$ cat config.mk
export PLATFORM = sky130hd
export DESIGN_NAME = sprite_move
export DESIGN_NICKNAME = d
export VERILOG_FILES = /design/src/rtl/game_pkg.sv /design/src/rtl/sprite_edge_chk.sv /design/src/rtl/sprite_move.sv
export SDC_FILE = /design/constraint.sdc
export NUM_CORES = 1
export LEC_CHECK = 0
export BUFFER_PORTS_ARGS = -buffer_cell sky130_fd_sc_hd__buf_4
export CAP_MARGIN = 25
export CORE_ASPECT_RATIO = 1.5
export CORE_MARGIN = 10
export CORE_UTILIZATION = 50
export DETAILED_ROUTE_END_ITERATION = 12
export PLACE_DENSITY = 0.75
export SETUP_SLACK_MARGIN = 0.15
export SYNTH_ARGS = -nofsm -noshare
export SYNTH_HDL_FRONTEND = slang
export SYNTH_SLANG_ARGS = --single-unit
export TNS_END_PERCENT = 100
$ cat constraint.sdc
create_clock -name clk_22 -period 2.8 [get_ports clk_22]
set_input_delay 0.28 -clock clk_22 [delete_from_list [all_inputs] [get_ports clk_22]]
set_output_delay 0.28 -clock clk_22 [all_outputs]
set_load 0.05 [all_outputs]
$ cat src/rtl/game_pkg.sv
// ---------------------------------------------------------------------------
// game_pkg
// Shared definitions for the sprite motion block: FSM state encoding,
// default screen bounds, datapath widths and a saturating counter helper.
// ---------------------------------------------------------------------------
package game_pkg;

  localparam int POS_W = 10;  // screen coordinate width
  localparam int VEL_W = 6;   // signed per-tick step width
  localparam int SUM_W = 12;  // signed width of pos + vel, wide enough to never wrap
  localparam int CNT_W = 10;  // cooldown counter width (COOLDOWN up to 1023)
  localparam int DTH_W = 8;   // death counter width

  // Default legal screen area for the sprite's top-left corner.
  localparam int DEF_X_MIN = 3;
  localparam int DEF_X_MAX = 639;
  localparam int DEF_Y_MIN = 3;
  localparam int DEF_Y_MAX = 479;

  typedef enum logic {
    ST_ALIVE = 1'b0,
    ST_DEAD  = 1'b1
  } sprite_state_e;

  // Increment that sticks at all-ones instead of wrapping.
  function automatic logic [DTH_W-1:0] sat_inc(input logic [DTH_W-1:0] v);
    return (v == {DTH_W{1'b1}}) ? v : v + 1'b1;
  endfunction

endpackage

$ cat src/rtl/sprite_edge_chk.sv
// ---------------------------------------------------------------------------
// sprite_edge_chk
// One axis of the sprite's motion: forms the candidate next position and
// flags when it would leave the legal [min, max] range.
//
// Ports
//   pos_i  [POS_W-1:0]        current coordinate (unsigned)
//   vel_i  [VEL_W-1:0] signed per-tick step
//   min_i  [POS_W-1:0]        lowest legal coordinate
//   max_i  [POS_W-1:0]        highest legal coordinate
//   next_o [POS_W-1:0]        candidate coordinate (meaningful when hit_o = 0)
//   hit_o                     candidate is outside [min_i, max_i]
// ---------------------------------------------------------------------------
module sprite_edge_chk
  import game_pkg::*;
(
  input  logic        [POS_W-1:0] pos_i,
  input  logic signed [VEL_W-1:0] vel_i,
  input  logic        [POS_W-1:0] min_i,
  input  logic        [POS_W-1:0] max_i,
  output logic        [POS_W-1:0] next_o,
  output logic                    hit_o
);

  logic signed [SUM_W-1:0] sum_s;
  logic signed [SUM_W-1:0] min_s;
  logic signed [SUM_W-1:0] max_s;

  // Widen everything to a common signed width so a step past zero reads as
  // negative rather than wrapping to a large unsigned coordinate.
  assign sum_s = $signed({{(SUM_W-POS_W){1'b0}}, pos_i})
               + $signed({{(SUM_W-VEL_W){vel_i[VEL_W-1]}}, vel_i});
  assign min_s = $signed({{(SUM_W-POS_W){1'b0}}, min_i});
  assign max_s = $signed({{(SUM_W-POS_W){1'b0}}, max_i});

  assign hit_o  = (sum_s < min_s) || (sum_s > max_s);
  assign next_o = sum_s[POS_W-1:0];

endmodule

$ cat src/rtl/sprite_move.sv
// ---------------------------------------------------------------------------
// sprite_move
// Moves a sprite by a signed velocity on every enabled tick. Leaving the
// screen either kills it (MODE 0) or reflects the offending axis (MODE 1).
// A kill input also kills it. A dead sprite waits COOLDOWN ticks at the
// spawn point, then comes back with the initial velocity and a one-cycle
// respawn pulse.
//
// Ports
//   clk_22      clock
//   rst         synchronous active-high reset
//   tick        one-cycle step enable for motion and cooldown
//   pause       level; freezes motion and cooldown
//   kill        level; hit event, ignored while dead
//   pos_x [9:0] current x (top-left)
//   pos_y [9:0] current y (top-left)
//   show_valid  high while alive
//   respawn     one-cycle pulse on the first cycle after coming back alive
//   deaths [7:0] number of deaths, saturating at 255
// ---------------------------------------------------------------------------
module sprite_move
  import game_pkg::*;
#(
  parameter int                       SCR_X_MIN = DEF_X_MIN,
  parameter int                       SCR_X_MAX = DEF_X_MAX,
  parameter int                       SCR_Y_MIN = DEF_Y_MIN,
  parameter int                       SCR_Y_MAX = DEF_Y_MAX,
  parameter int                       START_X   = 560,
  parameter int                       START_Y   = 60,
  parameter logic signed [VEL_W-1:0]  VEL_X     = -6'sd2,
  parameter logic signed [VEL_W-1:0]  VEL_Y     = 6'sd2,
  parameter int                       COOLDOWN  = 100,
  parameter int                       MODE      = 0
) (
  input  logic             clk_22,
  input  logic             rst,
  input  logic             tick,
  input  logic             pause,
  input  logic             kill,
  output logic [POS_W-1:0] pos_x,
  output logic [POS_W-1:0] pos_y,
  output logic             show_valid,
  output logic             respawn,
  output logic [DTH_W-1:0] deaths
);

  localparam logic [POS_W-1:0] START_X_C = POS_W'(START_X);
  localparam logic [POS_W-1:0] START_Y_C = POS_W'(START_Y);
  localparam logic [CNT_W-1:0] CNT_LAST  = CNT_W'(COOLDOWN - 1);

  sprite_state_e           state_q, state_d;
  logic        [POS_W-1:0] pos_x_q, pos_x_d;
  logic        [POS_W-1:0] pos_y_q, pos_y_d;
  logic signed [VEL_W-1:0] vel_x_q, vel_x_d;
  logic signed [VEL_W-1:0] vel_y_q, vel_y_d;
  logic        [CNT_W-1:0] cnt_q,   cnt_d;
  logic        [DTH_W-1:0] deaths_q, deaths_d;
  logic                    respawn_q, respawn_d;

  logic             step;
  logic             die;
  logic [POS_W-1:0] next_x, next_y;
  logic             hit_x, hit_y;

  assign step = tick & ~pause;

  sprite_edge_chk u_chk_x (
    .pos_i  (pos_x_q),
    .vel_i  (vel_x_q),
    .min_i  (POS_W'(SCR_X_MIN)),
    .max_i  (POS_W'(SCR_X_MAX)),
    .next_o (next_x),
    .hit_o  (hit_x)
  );

  sprite_edge_chk u_chk_y (
    .pos_i  (pos_y_q),
    .vel_i  (vel_y_q),
    .min_i  (POS_W'(SCR_Y_MIN)),
    .max_i  (POS_W'(SCR_Y_MAX)),
    .next_o (next_y),
    .hit_o  (hit_y)
  );

  // NOTE: every variable driven here gets a default first, so no path through
  // the case/if tree leaves it unassigned and no latch is inferred.
  always_comb begin
    state_d   = state_q;
    pos_x_d   = pos_x_q;
    pos_y_d   = pos_y_q;
    vel_x_d   = vel_x_q;
    vel_y_d   = vel_y_q;
    cnt_d     = cnt_q;
    deaths_d  = deaths_q;
    respawn_d = 1'b0;
    die       = 1'b0;

    unique case (state_q)
      ST_ALIVE: begin
        // kill wins over any edge handling on the same cycle and is honoured
        // even when the sprite is not stepping.
        if (kill) begin
          die = 1'b1;
        end else if (step) begin
          if (MODE == 0) begin
            if (hit_x || hit_y) begin
              die = 1'b1;
            end else begin
              pos_x_d = next_x;
              pos_y_d = next_y;
            end
          end else begin
            // Reflect each offending axis independently; the other keeps moving.
            if (hit_x) vel_x_d = -vel_x_q;
            else       pos_x_d = next_x;
            if (hit_y) vel_y_d = -vel_y_q;
            else       pos_y_d = next_y;
          end
        end
      end

      ST_DEAD: begin
        if (step) begin
          if (cnt_q == CNT_LAST) begin
            state_d   = ST_ALIVE;
            vel_x_d   = VEL_X;
            vel_y_d   = VEL_Y;
            cnt_d     = '0;
            respawn_d = 1'b1;
          end else begin
            cnt_d = cnt_q + 1'b1;
          end
        end
      end

      default: ;
    endcase

    // Dying parks the sprite at the spawn point for the whole cooldown.
    if (die) begin
      state_d  = ST_DEAD;
      pos_x_d  = START_X_C;
      pos_y_d  = START_Y_C;
      cnt_d    = '0;
      deaths_d = sat_inc(deaths_q);
    end
  end

  // NOTE: state registers use non-blocking assignments so every flop samples
  // the pre-edge values regardless of statement order.
  always_ff @(posedge clk_22) begin
    if (rst) begin
      state_q   <= ST_ALIVE;
      pos_x_q   <= START_X_C;
      pos_y_q   <= START_Y_C;
      vel_x_q   <= VEL_X;
      vel_y_q   <= VEL_Y;
      cnt_q     <= '0;
      deaths_q  <= '0;
      respawn_q <= 1'b0;
    end else begin
      state_q   <= state_d;
      pos_x_q   <= pos_x_d;
      pos_y_q   <= pos_y_d;
      vel_x_q   <= vel_x_d;
      vel_y_q   <= vel_y_d;
      cnt_q     <= cnt_d;
      deaths_q  <= deaths_d;
      respawn_q <= respawn_d;
    end
  end

  assign pos_x      = pos_x_q;
  assign pos_y      = pos_y_q;
  assign show_valid = (state_q == ST_ALIVE);
  assign respawn    = respawn_q;
  assign deaths     = deaths_q;

endmodule
==> results_dict.tcl <==
set metrics [dict create \
    yosysUniqueCellTypes 48 \
    critical_path_peak_fanout 10 \
    die_x_um 73.0 \
    core-area_sq_um 3990 \
    die_h_um 99.5 \
    cp-end-kind "flip-flop" \
    cts_max_level 2 \
    insertion_delay_ps 290 \
    synth_area_leaders "dfxtp_1 (36%), and3_1 (5.6%), xnor2_1 (5.4%)" \
    clkPwrFrac 0.424 \
    worst_hold_path_type "in2reg" \
    antenna_found_initial 0 \
    p_seq_frac 0.461 \
    portBuffers 32 \
    cts_buffers 5 \
    diodes 0 \
    cp.required_ps 3030 \
    p_sw_uw 303 \
    yosysMostFrequentCell "dfxtp_1" \
    netlist_instances 255 \
    p_leak_nw 1.13 \
    dr.first_iter.drc_count 194 \
    rrSetupSlack_ps 120 \
    ys_seq_area_frac 0.361 \
    status "completed" \
    die_area_sq_um 7260 \
    grt_pass1_vias 1895 \
    use_met1 0.158 \
    yosysWarningCount 0 \
    routed_wl_mm 5.46 \
    syn_area_per_cell_sq_um 8.26 \
    power_frac_comb 0.115 \
    synth.top_cell.area_share 0.361 \
    worst_pin_slew_ps 608 \
    min_period_over_period 0.956 \
    start_util 0.528 \
    dp.final_hpwl_mm 3.70 \
    grt_overflow 0 \
    power.internal_uw 903 \
    finalNetCount 309 \
    cts_max_path_buffers 2 \
    dpl.cell_count 327 \
    setup_ws_ps 123 \
    clkTransAtPathRegs_ps 80 \
    finClkSkew_ps 5.08 \
    synth_ff_type "dfxtp_1" \
    timing.fmax_mhz 374 \
    grtUsageMet2 0.242 \
    grt_usage 0.144 \
    grt_first_pass_wirelength_mm 8.61 \
    hold_viol_final 0 \
    rsz0062_at_grt "yes" \
    critical_path_class "reg2reg" \
    slew_violations 0 \
    ant_nets 0 \
    ys_ff_latch 38 \
    synth_async_sr_flop_share 0 \
    drc 0 \
    instances_no_fill 346 \
    dr.pass1.iters 4 \
    yosys.area.top_type "dfxtp_1" \
    grt_max_degree 15 \
    tritoncts "yes" \
    final_area_sq_um 2780 \
    rows 28 \
    fin_util 0.697 \
    cap_viol_max_count 0 \
    final_layout_size_suffix_gt1_frac 0.322 \
    worst_slew_margin_rel 0.591 \
    grt.busiest_layer "met2" \
    place_area_sq_um 2460 \
    avgViaCountPerCell 5.97 \
    synth_edf_count 0 \
    routedWlPerCell_um 15.8 \
    setup_viol 0 \
    synthTopCellsByCount "dfxtp_1 (38), nor2_1 (23), nand2_1 (22)" \
    pre_cts_slack_ps 40.1 \
    syn_to_final_growth_pct 32.1 \
    final.min_clock_period_ps 2680 \
    io_pins 35 \
    vdd_drop_max_v 0.000440 \
    worstPathArrival_ps 2910 \
    gp_congestion 0.790 \
    synth_area_sq_um 2110 \
    start_kind "flip-flop" \
    p_per_area_nw_per_um2 433 \
    use_met3 0.0408 \
    routed-via-count 2065 \
    root_buffer "clkbuf_8" \
    cts.sink_count 38 \
    swShare 0.251 \
]
[kinds of logic after synthesis]
group,share of synthesized area
flip-flops,0.361
other,0.00178
adder cells (fa/ha/maj),0.0238
multiplexers,0.0101
AO/OA/AOI/OAI,0.143
AND/OR/NAND/NOR,0.327
buffers and inverters,0.0546
XOR/XNOR,0.0790
[cell usage in the layout, fill, tap and decap left out, types with 3 or more instances in the layout]
cell      count
buf_4        49
dfxtp_1      29
nor2_1       23
nand2_1      20
a21oi_1      19
and3_1       18
xnor2_1      13
nor4_1        9
nand3_1       9
inv_1         7
nand4_1       6
nor3_1        6
clkbuf_8      6
xor2_1        5
or4_1         5
dfxtp_2       5
o21ai_0       4
o31ai_1       4
buf_6         4
dfxtp_4       4
ha_1          3
[state kept, by name, indices dropped and copies added (netlist names)]
name,flops
cnt_q,10
deaths,8
pos_x,9
pos_y,9
respawn,1
state_q,1
[cell type report]
| cell class | count | area, sq um |
|---|---|---|
| timing repair buffer | 53 | 413 |
| multi-input combinational | 195 | 1370 |
| tap | 45 | 56.3 |
| sequential | 38 | 782 |
| inverter | 7 | 26.3 |
| fill | 324 | 1210 |
| clock buffer | 8 | 133 |
[power groups by stage]
| stage | Combinational, mW | Clock (mW) | Sequential (mW) |
|---|---|---|---|
| 6_report | 0.139 | 0.511 | 0.555 |
| 5_1_grt | 0.148 | 0.541 | 0.557 |
| 4_1_cts | 0.128 | 0.523 | 0.555 |
| 3_5_place_dp | 0.124 | 0 | 0.569 |
| 3_3_place_gp | 0.123 | 0 | 0.569 |
| 2_1_floorplan | 0.0786 | 0 | 0.584 |
[routing by layer]
layer	up-vias	share of wire
met5	-	0
met4	0	0.019
met3	10	0.052
met2	59	0.52
met1	971	0.41
li1	1025	-
[worst max-delay path: stages (launching register included)]
cell      delay [ps]
dfxtp_4          360
buf_4            140
nor4_2           340
a21boi_0         210
nand2_1          150
o31ai_4          100
buf_4            200
or4_4            540
or4_1            410
a21oi_1          150
[repair_timing]
action / CTS / global route
cloned: 0 / 1
setup buffers: 8 / 2
hold buffers: 0 / 0
endpoints found under the setup margin: 16 / 30
gates resized for setup: 3 / 22
pin swaps: 9 / 10
[final timing paths]
path,startpoint,cells past startpoint,to
max,pos_x[4],9,pos_x[8]
min,rst,2,deaths[4]
max reg2reg,pos_x[4],9,pos_x[8]
min reg2reg,deaths[4],2,deaths[4]
[stage by stage]
stage          total power, mW  TNS [ps]  hold WS, ps
5_1_grt                   1.25     -99.5          236
2_1_floorplan            0.663     -42.3          483
6_report                  1.21         0          230
4_1_cts                   1.21         0          234
3_5_place_dp             0.694         0          487
3_3_place_gp             0.692         0          483
No activity file was read; power rests on OpenSTA's default activity.
